`config.mk`:
```
export PLATFORM = sky130hd
export DESIGN_NAME = ps2_host_port
export DESIGN_NICKNAME = d
export VERILOG_FILES = /design/src/rtl/ps2_host_port_pkg.sv /design/src/rtl/ps2_rx_fifo.sv /design/src/rtl/ps2_host_port.sv
export SDC_FILE = /design/constraint.sdc
export NUM_CORES = 1
export LEC_CHECK = 0
export CAP_MARGIN = 25
export CORE_MARGIN = 2
export CORE_UTILIZATION = 55
export CTS_CLUSTER_DIAMETER = 40
export DETAILED_ROUTE_END_ITERATION = 7
export PLACE_DENSITY = 0.74
export SYNTH_ARGS = -nofsm -noshare
export SYNTH_HDL_FRONTEND = slang
export SYNTH_SLANG_ARGS = --single-unit
```
`constraint.sdc`:
```
create_clock -name clk -period 4.9 [get_ports clk]
set_input_delay 0.98 -clock clk [delete_from_list [all_inputs] [get_ports clk]]
set_output_delay 0.98 -clock clk [all_outputs]
set_load 0.005 [all_outputs]
```
`src/rtl/ps2_host_port_pkg.sv`:
```
// ============================================================================
// Module  : ps2_host_port_pkg
// Brief   : Shared types and constants for the PS/2 host port.
// Revision: 1.0 - initial release
// ============================================================================
`default_nettype none

package ps2_host_port_pkg;

    typedef enum logic [2:0] {
        ST_IDLE        = 3'd0,
        ST_RX          = 3'd1,
        ST_TX_INH      = 3'd2,
        ST_TX_REL      = 3'd3,
        ST_TX_SHIFT    = 3'd4,
        ST_TX_ACK      = 3'd5,
        ST_TX_WAITIDLE = 3'd6
    } state_t;

    localparam int         FRAME_BITS   = 11;
    localparam logic [7:0] CMD_RESET    = 8'hFF;
    localparam logic [7:0] CMD_SET_LEDS = 8'hED;
    localparam logic [7:0] RSP_ACK      = 8'hFA;

    // Parity bit that makes data+parity contain an odd number of ones.
    function automatic logic odd_parity(input logic [7:0] b);
        return ~^b;
    endfunction

endpackage

`default_nettype wire

```
`src/rtl/ps2_rx_fifo.sv`:
```
// ============================================================================
// Module  : ps2_rx_fifo
// Brief   : Read-first synchronous FIFO with a registered head output.
// Revision: 1.0 - initial release
// ============================================================================
`default_nettype none

module ps2_rx_fifo #(
    parameter int DEPTH = 8,
    parameter int WIDTH = 8
) (
    input  logic             clk,
    input  logic             reset_n,
    input  logic             push,
    input  logic [WIDTH-1:0] push_data,
    input  logic             pop,
    output logic [WIDTH-1:0] head_data,
    output logic             valid,
    output logic             full
);
    localparam int PTR_W = $clog2(DEPTH);
    localparam int CNT_W = PTR_W + 1;

    logic [WIDTH-1:0] r_mem [DEPTH];
    logic [PTR_W-1:0] r_rd_ptr, r_wr_ptr, w_rd_next;
    logic [CNT_W-1:0] r_count;
    logic [WIDTH-1:0] r_head;
    logic             w_push_ok, w_pop_ok;

    assign valid     = (r_count != '0);
    assign full      = (r_count == CNT_W'(DEPTH));
    assign head_data = r_head;
    assign w_pop_ok  = pop & valid;
    assign w_push_ok = push & (~full | w_pop_ok);
    assign w_rd_next = r_rd_ptr + PTR_W'(w_pop_ok);

    always_ff @(posedge clk) begin
        if (w_push_ok) r_mem[r_wr_ptr] <= push_data;
    end

    always_ff @(posedge clk or negedge reset_n) begin
        if (!reset_n) begin
            r_rd_ptr <= '0;
            r_wr_ptr <= '0;
            r_count  <= '0;
            r_head   <= '0;
        end else begin
            r_rd_ptr <= w_rd_next;
            if (w_push_ok) r_wr_ptr <= r_wr_ptr + 1'b1;
            r_count  <= r_count + CNT_W'(w_push_ok) - CNT_W'(w_pop_ok);
            // New head is the incoming byte when it lands on the next read slot.
            if (w_push_ok && (r_wr_ptr == w_rd_next)) r_head <= push_data;
            else                                     r_head <= r_mem[w_rd_next];
        end
    end

endmodule

`default_nettype wire

```
`src/rtl/ps2_host_port.sv`:
```
// ============================================================================
// Module  : ps2_host_port
// Brief   : Bidirectional PS/2 host port with RX FIFO, TX with ACK, watchdog.
// Revision: 1.0 - initial release
// ============================================================================
`default_nettype none

module ps2_host_port
    import ps2_host_port_pkg::*;
#(
    parameter int FILTER_LEN  = 8,
    parameter int FIFO_DEPTH  = 8,
    parameter int INHIBIT_CYC = 2500,
    parameter int TIMEOUT_CYC = 50000
) (
    input  logic       clk,
    input  logic       reset_n,
    input  logic       ps2_clk_i,
    input  logic       ps2_data_i,
    output logic       ps2_clk_oe,
    output logic       ps2_data_oe,
    output logic [7:0] rx_data,
    output logic       rx_valid,
    input  logic       rx_ready,
    output logic       rx_err,
    output logic       rx_overflow,
    input  logic [7:0] tx_data,
    input  logic       tx_valid,
    output logic       tx_ready,
    output logic       tx_done,
    output logic       tx_err,
    output logic       busy
);
    localparam int WD_W  = $clog2(TIMEOUT_CYC + 1);
    localparam int INH_W = $clog2(INHIBIT_CYC + 1);

    logic                  r_clk_s1, r_clk_s2, r_dat_s1, r_dat_s2;
    logic [FILTER_LEN-1:0] r_clk_hist;
    logic                  r_clk_filt, r_clk_filt_d;
    logic                  w_fall;

    state_t           r_state, w_state;
    logic [3:0]       r_bit_cnt, w_bit_cnt;
    logic [8:0]       r_shift, w_shift;
    logic [WD_W-1:0]  r_wdog, w_wdog;
    logic [INH_W-1:0] r_inh, w_inh;
    logic             r_clk_oe, w_clk_oe, r_data_oe, w_data_oe;
    logic             r_rx_err, w_rx_err, r_tx_err, w_tx_err;
    logic             r_tx_done, w_tx_done, r_rx_ovf, w_rx_ovf;
    logic             r_tx_ready;
    logic             w_timeout, w_push, w_pop, w_full;

    always_ff @(posedge clk or negedge reset_n) begin
        if (!reset_n) begin
            r_clk_s1     <= 1'b1;
            r_clk_s2     <= 1'b1;
            r_dat_s1     <= 1'b1;
            r_dat_s2     <= 1'b1;
            r_clk_hist   <= '1;
            r_clk_filt   <= 1'b1;
            r_clk_filt_d <= 1'b1;
        end else begin
            r_clk_s1     <= ps2_clk_i;
            r_clk_s2     <= r_clk_s1;
            r_dat_s1     <= ps2_data_i;
            r_dat_s2     <= r_dat_s1;
            r_clk_hist   <= {r_clk_hist[FILTER_LEN-2:0], r_clk_s2};
            if (&r_clk_hist)       r_clk_filt <= 1'b1;
            else if (~|r_clk_hist) r_clk_filt <= 1'b0;
            r_clk_filt_d <= r_clk_filt;
        end
    end

    assign w_fall = r_clk_filt_d & ~r_clk_filt;

    always_comb begin
        w_state   = r_state;
        w_bit_cnt = r_bit_cnt;
        w_shift   = r_shift;
        w_inh     = r_inh;
        w_clk_oe  = r_clk_oe;
        w_data_oe = r_data_oe;
        w_rx_err  = 1'b0;
        w_tx_err  = 1'b0;
        w_tx_done = 1'b0;
        w_push    = 1'b0;
        // Watchdog only measures gaps once the bus belongs to the device.
        w_wdog    = (r_state == ST_IDLE || r_state == ST_TX_INH || w_fall) ? '0 : r_wdog + 1'b1;
        w_timeout = (r_state != ST_IDLE) && (r_state != ST_TX_INH) && !w_fall &&
                    (r_wdog == WD_W'(TIMEOUT_CYC - 1));
        unique case (r_state)
            ST_IDLE: begin
                w_clk_oe  = 1'b0;
                w_data_oe = 1'b0;
                if (tx_valid && r_tx_ready) begin
                    w_shift  = {odd_parity(tx_data), tx_data};
                    w_inh    = '0;
                    w_clk_oe = 1'b1;
                    w_state  = ST_TX_INH;
                end else if (w_fall && !r_dat_s2) begin
                    w_bit_cnt = '0;
                    w_state   = ST_RX;
                end
            end
            ST_RX: if (w_fall) begin
                if (r_bit_cnt == 4'(FRAME_BITS - 2)) begin
                    if ((^r_shift) && r_dat_s2) w_push   = 1'b1;
                    else                        w_rx_err = 1'b1;
                    w_state = ST_IDLE;
                end else begin
                    w_shift   = {r_dat_s2, r_shift[8:1]};
                    w_bit_cnt = r_bit_cnt + 4'd1;
                end
            end
            ST_TX_INH: begin
                w_clk_oe = 1'b1;
                if (r_inh == INH_W'(INHIBIT_CYC - 1)) begin
                    w_data_oe = 1'b1;
                    w_state   = ST_TX_REL;
                end else begin
                    w_inh = r_inh + 1'b1;
                end
            end
            ST_TX_REL: begin
                w_clk_oe  = 1'b0;
                w_bit_cnt = '0;
                w_state   = ST_TX_SHIFT;
            end
            ST_TX_SHIFT: if (w_fall) begin
                if (r_bit_cnt == 4'(FRAME_BITS - 2)) begin
                    w_data_oe = 1'b0;
                    w_state   = ST_TX_ACK;
                end else begin
                    w_data_oe = ~r_shift[0];
                    w_shift   = {1'b0, r_shift[8:1]};
                    w_bit_cnt = r_bit_cnt + 4'd1;
                end
            end
            ST_TX_ACK: if (w_fall) begin
                if (!r_dat_s2) w_tx_done = 1'b1;
                else           w_tx_err  = 1'b1;
                w_state = ST_TX_WAITIDLE;
            end
            ST_TX_WAITIDLE: if (r_clk_filt && r_dat_s2) w_state = ST_IDLE;
            default: w_state = ST_IDLE;
        endcase
        if (w_timeout) begin
            w_state   = ST_IDLE;
            w_clk_oe  = 1'b0;
            w_data_oe = 1'b0;
            w_push    = 1'b0;
            w_tx_done = 1'b0;
            w_rx_err  = (r_state == ST_RX);
            w_tx_err  = (r_state != ST_RX);
        end
    end

    assign w_pop    = rx_valid & rx_ready;
    assign w_rx_ovf = w_push & w_full & ~w_pop;

    always_ff @(posedge clk or negedge reset_n) begin
        if (!reset_n) begin
            r_state    <= ST_IDLE;
            r_bit_cnt  <= '0;
            r_shift    <= '0;
            r_wdog     <= '0;
            r_inh      <= '0;
            r_clk_oe   <= 1'b0;
            r_data_oe  <= 1'b0;
            r_rx_err   <= 1'b0;
            r_tx_err   <= 1'b0;
            r_tx_done  <= 1'b0;
            r_rx_ovf   <= 1'b0;
            r_tx_ready <= 1'b0;
        end else begin
            r_state    <= w_state;
            r_bit_cnt  <= w_bit_cnt;
            r_shift    <= w_shift;
            r_wdog     <= w_wdog;
            r_inh      <= w_inh;
            r_clk_oe   <= w_clk_oe;
            r_data_oe  <= w_data_oe;
            r_rx_err   <= w_rx_err;
            r_tx_err   <= w_tx_err;
            r_tx_done  <= w_tx_done;
            r_rx_ovf   <= w_rx_ovf;
            r_tx_ready <= (w_state == ST_IDLE);
        end
    end

    ps2_rx_fifo #(
        .DEPTH (FIFO_DEPTH),
        .WIDTH (8)
    ) u_rx_fifo (
        .clk       (clk),
        .reset_n   (reset_n),
        .push      (w_push),
        .push_data (r_shift[7:0]),
        .pop       (w_pop),
        .head_data (rx_data),
        .valid     (rx_valid),
        .full      (w_full)
    );

    assign ps2_clk_oe  = r_clk_oe;
    assign ps2_data_oe = r_data_oe;
    assign rx_err      = r_rx_err;
    assign rx_overflow = r_rx_ovf;
    assign tx_ready    = r_tx_ready;
    assign tx_done     = r_tx_done;
    assign tx_err      = r_tx_err;
    assign busy        = (r_state != ST_IDLE);

endmodule

`default_nettype wire

```
==> run metrics <==
fin area 7620 um^2; worst setup margin roughly 1.7 ns; top_reg_cell synth dfrtp_1; peak fanout along the critical path 18; Fin. Hold Viols 0; synthesis-stage register bit count 147; simple-gate portion of the synthesized area 0.125; Slew headroom 0.381; CTS tree built; CTS sink cnt 147; switching power 0.984 mW; Post-Syn Area per Cell approximately 14 um^2; final period utilization 0.643; max-slew violation count 0; sw frac 0.269; Setup CP Type primary input to flip-flop; Comb pwr share 0.233; Skew-Pair Late Insertion Delay about 0.42 ns; HP Class flip-flop to flip-flop; slowest stage delay, CP 0.76 ns; first-pass GRT wire length around 20000 um; reg2reg setup slack roughly 2.0 ns; GPL Wtd Cong about 0.83; drt drc 1; FP Rows 39; post_cts resized 0; mean routed wirelength per cell around 18 um; Mapped Area 6560 um^2; CP cell instances clkdlybuf4s50_1 -> and2_1 -> ha_1 -> ha_1 -> mux4_2 -> mux2_2 -> mux2_2; Initial Util 0.570; Iter 0 DRT Violations 224; vias in the first global route 3979; CTS Root Cell clkbuf_16; Core ar. 11500 um^2; NumNets Final 538; post-layout minimum cycle time 3.15 ns; die height roughly 110 um; Synth Warn # 0; Die ar. 12800 um^2; Seq/Total Area, Yosys 0.612; largest family of logic cells by synthesized area simple AND/OR/NAND/NOR gates; TNS Setup 0 ns; fillcell total about 850; total gr overflow 0; via/cell ratio 5.65; Mapped Cells around 470; Cell Area, Placed approximately 7000 um^2; final HPWL from detailed placement 7680 um; Tot GR Track Use 0.206; adder-cell share of the synthesized area 0.0294; Antenna diodes 0; Antenna Nets Post-Route 0; most frequent cells in the layout dfrtp_1, edfxtp_1, nor2_1; Setup WS pre-CTS ~1.3 ns; Peak VDD IR 297 uV; hold_ws approximately 0.35 ns; worst-case clock skew 0.00821 ns; Synthesized Nets approximately 500; clk buf depth 2; Int Pwr 2.68 mW; unrepaired setup endpoints after global routing false; # Max-Cap Violations 0; vias 3757; Lkg Pwr 3.06 nW; fmax about 0.32 GHz; violated checks DRC; final WL 11900 um; Yosys cell types 62; post-synthesis xor/xnor area fraction 0.0623; post-synthesis mux area share 0.116; Hold Buf Count CTS 0; initial antenna violation count 0; Worst-Margin Slew 0.926 ns; number of synthesized flops with an enable pin 64; proportion of layout cells with a drive suffix above 1 0.224; Cell Pwr Density 480 nW/um^2; H-tree lvl count 4; commonest non-fill, non-tap cell in the layout dfrtp_1; post-CTS setup buffers 0; Worst Path Required between 5 and 6 ns; Die X 113 um; Ports 31; CTS Buf Count 17; Buffers on Ports 30; post-layout util 0.662; largest net degree at the start of global routing 47; crit start category primary input; outcome finished, violations left; slowest CP cell ha_1; asr flop ratio synth 0.565; Reg clk slew, reported paths 0.05 ns; crit path DAT 3.45 ns; Worst setup EP type flip-flop; Compound-Gate Fraction of Synth Area 0.0393; area delta synth->final 16.2%; Clk pwr share 0.346; drt pass-1 iters 6; Flop pwr share 0.421; count of final setup violators 0
routing by layer:
| metal | global-route usage | up-vias | wire, um |
|---|---|---|---|
| li1 | - | 1783 | - |
| met1 | 0.257 | 1876 | 5200 |
| met2 | 0.343 | 76 | 6070 |
| met3 | 0.0584 | 22 | 400 |
| met4 | 0.0805 | 0 | 229 |
| met5 | 0 | - | 0 |
through the flow:
| stage | power, mW | std cells |
|---|---|---|
| 6_report | 3.66 | 665 |
| 5_1_grt | 3.85 | 665 |
| 4_1_cts | 3.70 | 665 |
| 3_5_place_dp | 2.43 | 634 |
| 3_3_place_gp | 2.39 | 633 |
| 2_1_floorplan | 2.21 | 466 |
layout make-up:
class / count / area, um^2 / share of cell area
Sequential cell: 147 / 4020 / 0.527
Multi-Input combinational cell: 294 / 2450 / 0.321
Inverter: 11 / 41.3 / 0.00542
Tap cell: 143 / 179 / 0.0235
Clock inverter: 11 / 139 / 0.0182
Timing Repair Buffer: 39 / 365 / 0.0479
Clock buffer: 20 / 437 / 0.0573
critical path: cells and delay by family:
kind                     cells  cell delay (ns)
adder cells (fa/ha/maj)      2             0.94
AND/OR/NAND/NOR              1             0.16
buffers and inverters        1             0.42
multiplexers                 3             0.93
sequential cells by signal (all words and copies together), names as in the netlist, 3 cells and up:
signal               flops
u_rx_fifo.r_wr_ptr       3
r_inh                   12
r_state                  3
r_bit_cnt                4
r_shift                  9
r_wdog                  16
u_rx_fifo.r_count        4
u_rx_fifo.r_rd_ptr       3
r_clk_hist               8
u_rx_fifo.head_data      8
u_rx_fifo.r_mem         64
path summary, 6_finish.rpt:
kind	from	to	depth (start not counted)
setup / recovery	rx_ready	u_rx_fifo.head_data[4]	7
hold / removal	r_dat_s1	r_dat_s2	0
setup reg to reg	r_shift[5]	u_rx_fifo.r_mem[5][0]	5
hold reg to reg	r_dat_s1	r_dat_s2	0
max in group asynchronous	reset_n	u_rx_fifo.r_count[1]	2
min in group asynchronous	reset_n	u_rx_fifo.head_data[5]	1
power groups by stage:
stage	registers (mW)	clock network [mW]	logic (mW)
finish	1.54	1.27	0.853
global route	1.56	1.35	0.941
CTS	1.54	1.29	0.875
detailed placement	1.56	0	0.867
global placement	1.55	0	0.836
floorplan	1.53	0	0.682
cells in the mapped netlist, types with 2 or more instances:
master / count / share of area
nand2_1: 24 / 0.014
nand4_1: 8 / 0.0076
nand3b_1: 4 / 0.0046
o211ai_1: 2 / 0.0023
a21oi_1: 12 / 0.0092
nor2_1: 46 / 0.026
nor4b_1: 2 / 0.0027
mux2_2: 35 / 0.060
inv_1: 11 / 0.0063
nand3_1: 16 / 0.012
xnor2_1: 20 / 0.027
nor3_1: 7 / 0.0053
and3_1: 6 / 0.0057
nor3b_4: 2 / 0.0057
mux4_2: 16 / 0.055
nor2b_1: 2 / 0.0019
xor2_1: 19 / 0.025
a21o_1: 2 / 0.0023
nand2b_1: 7 / 0.0067
buf_2: 5 / 0.0038
dfstp_2: 14 / 0.056
or3_1: 5 / 0.0048
o21ai_0: 11 / 0.0084
clkbuf_1: 8 / 0.0046
ha_1: 13 / 0.025
dfrtp_1: 69 / 0.26
o21a_1: 2 / 0.0023
edfxtp_1: 64 / 0.29
cell families after synthesis:
group / after synthesis
compound gates: 40
simple gates: 145
xor+xnor: 42
fa+ha+maj: 15
mux: 52
buf+inv: 25
flops: 147
Note: power is estimated with default switching activity, not from simulation.
==> edit: new RTL, config.mk and constraints unchanged <==
`FIFO_DEPTH`: 8 -> 16.
--- a/src/rtl/ps2_host_port.sv
+++ b/src/rtl/ps2_host_port.sv
@@ -9,7 +9,7 @@
     import ps2_host_port_pkg::*;
 #(
     parameter int FILTER_LEN  = 8,
-    parameter int FIFO_DEPTH  = 8,
+    parameter int FIFO_DEPTH  = 16,
     parameter int INHIBIT_CYC = 2500,
     parameter int TIMEOUT_CYC = 50000
 ) (
Behaviour: no difference found for any inputs over 10 cycles, from zero or initial values and one cycle with reset_n low; that may be too few to reach the edited logic, so the function may still have changed.
==> edit against the original RTL <==
  * First-iteration DRC count increased by 57%
  * Synthesized area rose by 42%
  * Routed wire length is 54% higher
  * Sequential cell count rose by 67
  * Utilization fell by 1.2 points
  * Power increased by 52%
  * Design area is 41% higher
  * Count of clock-buffer cells in the layout increased by 13
  * Worst setup slack lost 0.42 ns
==> edit: results (changes against the original RTL) <==
----------------------------------------------------
[GRT]
  Global-route wire length before repair ... 29700 µm (+49%)
  Met1 GRT Util ... 0.293 (+0.0360)
  Maximum number of pins on one net before global-route repair ... 49 (+4.3%)
  Global Route Usage Sum ... 0.214 (+0.00791)

[Setup path]
  R2r startpoint ... r_shift[2]$_DFFE_PN0P_
  Capture point of the worst path ... u_rx_fifo.r_count[4]$_DFF_PN0_
  Cell family with most CP delay ... XOR/XNOR gates
  Worst R2R Setup Slack ... 1.33 ns (-0.67 ns)
  Worst path arrival time ... 3.99 ns (+0.54 ns)

[Detailed routing]
  Detailed-route wire length on metal 1 ... 7840 µm (+51%)
  Violation count after the first detailed-route iteration ... 351 (+57%)
  Via density per instance ... 5.77 (+2.1%)
  Met2 wire length ... 9170 µm (+51%)
  TritonRoute pass-1 iters ... 4 (-2)

[CTS]
  Clk Latency, worst-skew pair ... 0.54 ns (+0.12 ns)
  Clock buffers created by TritonCTS ... 28 (+11)
  Clk buf depth ... 3 (+1)
  H-tree depth ... 1 (-3)

[Placed design]
  Routability cong. ... 0.830 (+0.36%)
  Sum of net half-perimeters after detailed placement ... 11500 µm (+50%)
  Placed inst area ... 0.00985 mm² (+40%)

[Yosys]
  Unique masters post-synth ... 66 (+6.5%)
  Top cells by area in the synthesized netlist ... sky130_fd_sc_hd__edfxtp_1 (41%), sky130_fd_sc_hd__dfrtp_1 (19%), sky130_fd_sc_hd__mux4_2 (7.7%), sky130_fd_sc_hd__dfstp_2 (3.9%), sky130_fd_sc_hd__mux2_2 (3.0%)
  Share of the yosys chip area belonging to registers ... 0.644 (+0.0324)
  Number of flops mapped to enable cells by yosys ... 128 (+100%)
  Proportion of synthesized flip-flops having asynchronous set or reset ... 0.402 (-0.163)
  Most frequent cells after synthesis ... sky130_fd_sc_hd__edfxtp_1 (128), sky130_fd_sc_hd__dfrtp_1 (72), sky130_fd_sc_hd__nor2_1 (42)
  Post-Synthesis Net Count ... 633 (+28%)

[Cells and area]
  Fin nets ... 679 (+26%)
  Registers with the most flip-flops ... u_rx_fifo.r_mem: 128 flops, r_wdog: 16 flops, r_inh: 12 flops

[STA]
  Fin Clk Skew ... 0.0184 ns (+0.0102 ns)
  Worst Tran Pin Value ... 1.05 ns (+0.120 ns)
  Top achievable clock speed ... 280 MHz (-12%)

[Power]
  IR drop worst, VDD ... 0.328 mV (+11%)
  Leakage ... 4.25 nW (+39%)

[Status]
  Run status ... completed

----------------------------------------------------
[edit: worst min path at each step]
stage / endpoint / slack, ns / startpoint
after floorplan: r_clk_hist[0]$_DFF_PN1_ / 0.35 / r_clk_s2$_DFF_PN1_
after global placement: r_dat_s2$_DFF_PN1_ / 0.35 / r_dat_s1$_DFF_PN1_
after detailed placement: r_clk_hist[0]$_DFF_PN1_ / 0.35 / r_clk_s2$_DFF_PN1_
after CTS: r_clk_hist[0]$_DFF_PN1_ / 0.36 / r_clk_s2$_DFF_PN1_
after global routing: r_clk_hist[0]$_DFF_PN1_ / 0.36 / r_clk_s2$_DFF_PN1_
final: r_clk_hist[0]$_DFF_PN1_ / 0.36 / r_clk_s2$_DFF_PN1_
[edit: cell families after synthesis]
logic type,after synthesis,synth area share
XOR/XNOR,47,0.0530
AND/OR/NAND/NOR,153,0.0901
multiplexers,84,0.137
AO/OA/AOI/OAI,48,0.0332
adder cells (fa/ha/maj),17,0.0236
buffers and inverters,39,0.0189
flip-flops,214,0.644
[edit: area by class of cell]
type | instances | area (µm²) | area share
clock buffers | 33 | 761 | 0.0706
well taps | 220 | 275 | 0.0255
multi-input cells | 349 | 3150 | 0.292
clock inverters | 19 | 165 | 0.0153
repair buffers | 38 | 358 | 0.0332
inverters | 17 | 63.8 | 0.00592
flip-flops and latches | 214 | 6010 | 0.558
[edit: power groups by stage]
stage               clock, mW  combinational [mW]  sequential, mW
floorplan                   0                1.04            2.23
global placement            0                1.29            2.28
detailed placement          0                1.33            2.29
CTS                      2.01                1.35            2.26
global route             2.09                1.43            2.28
finish                   1.98                1.32            2.26
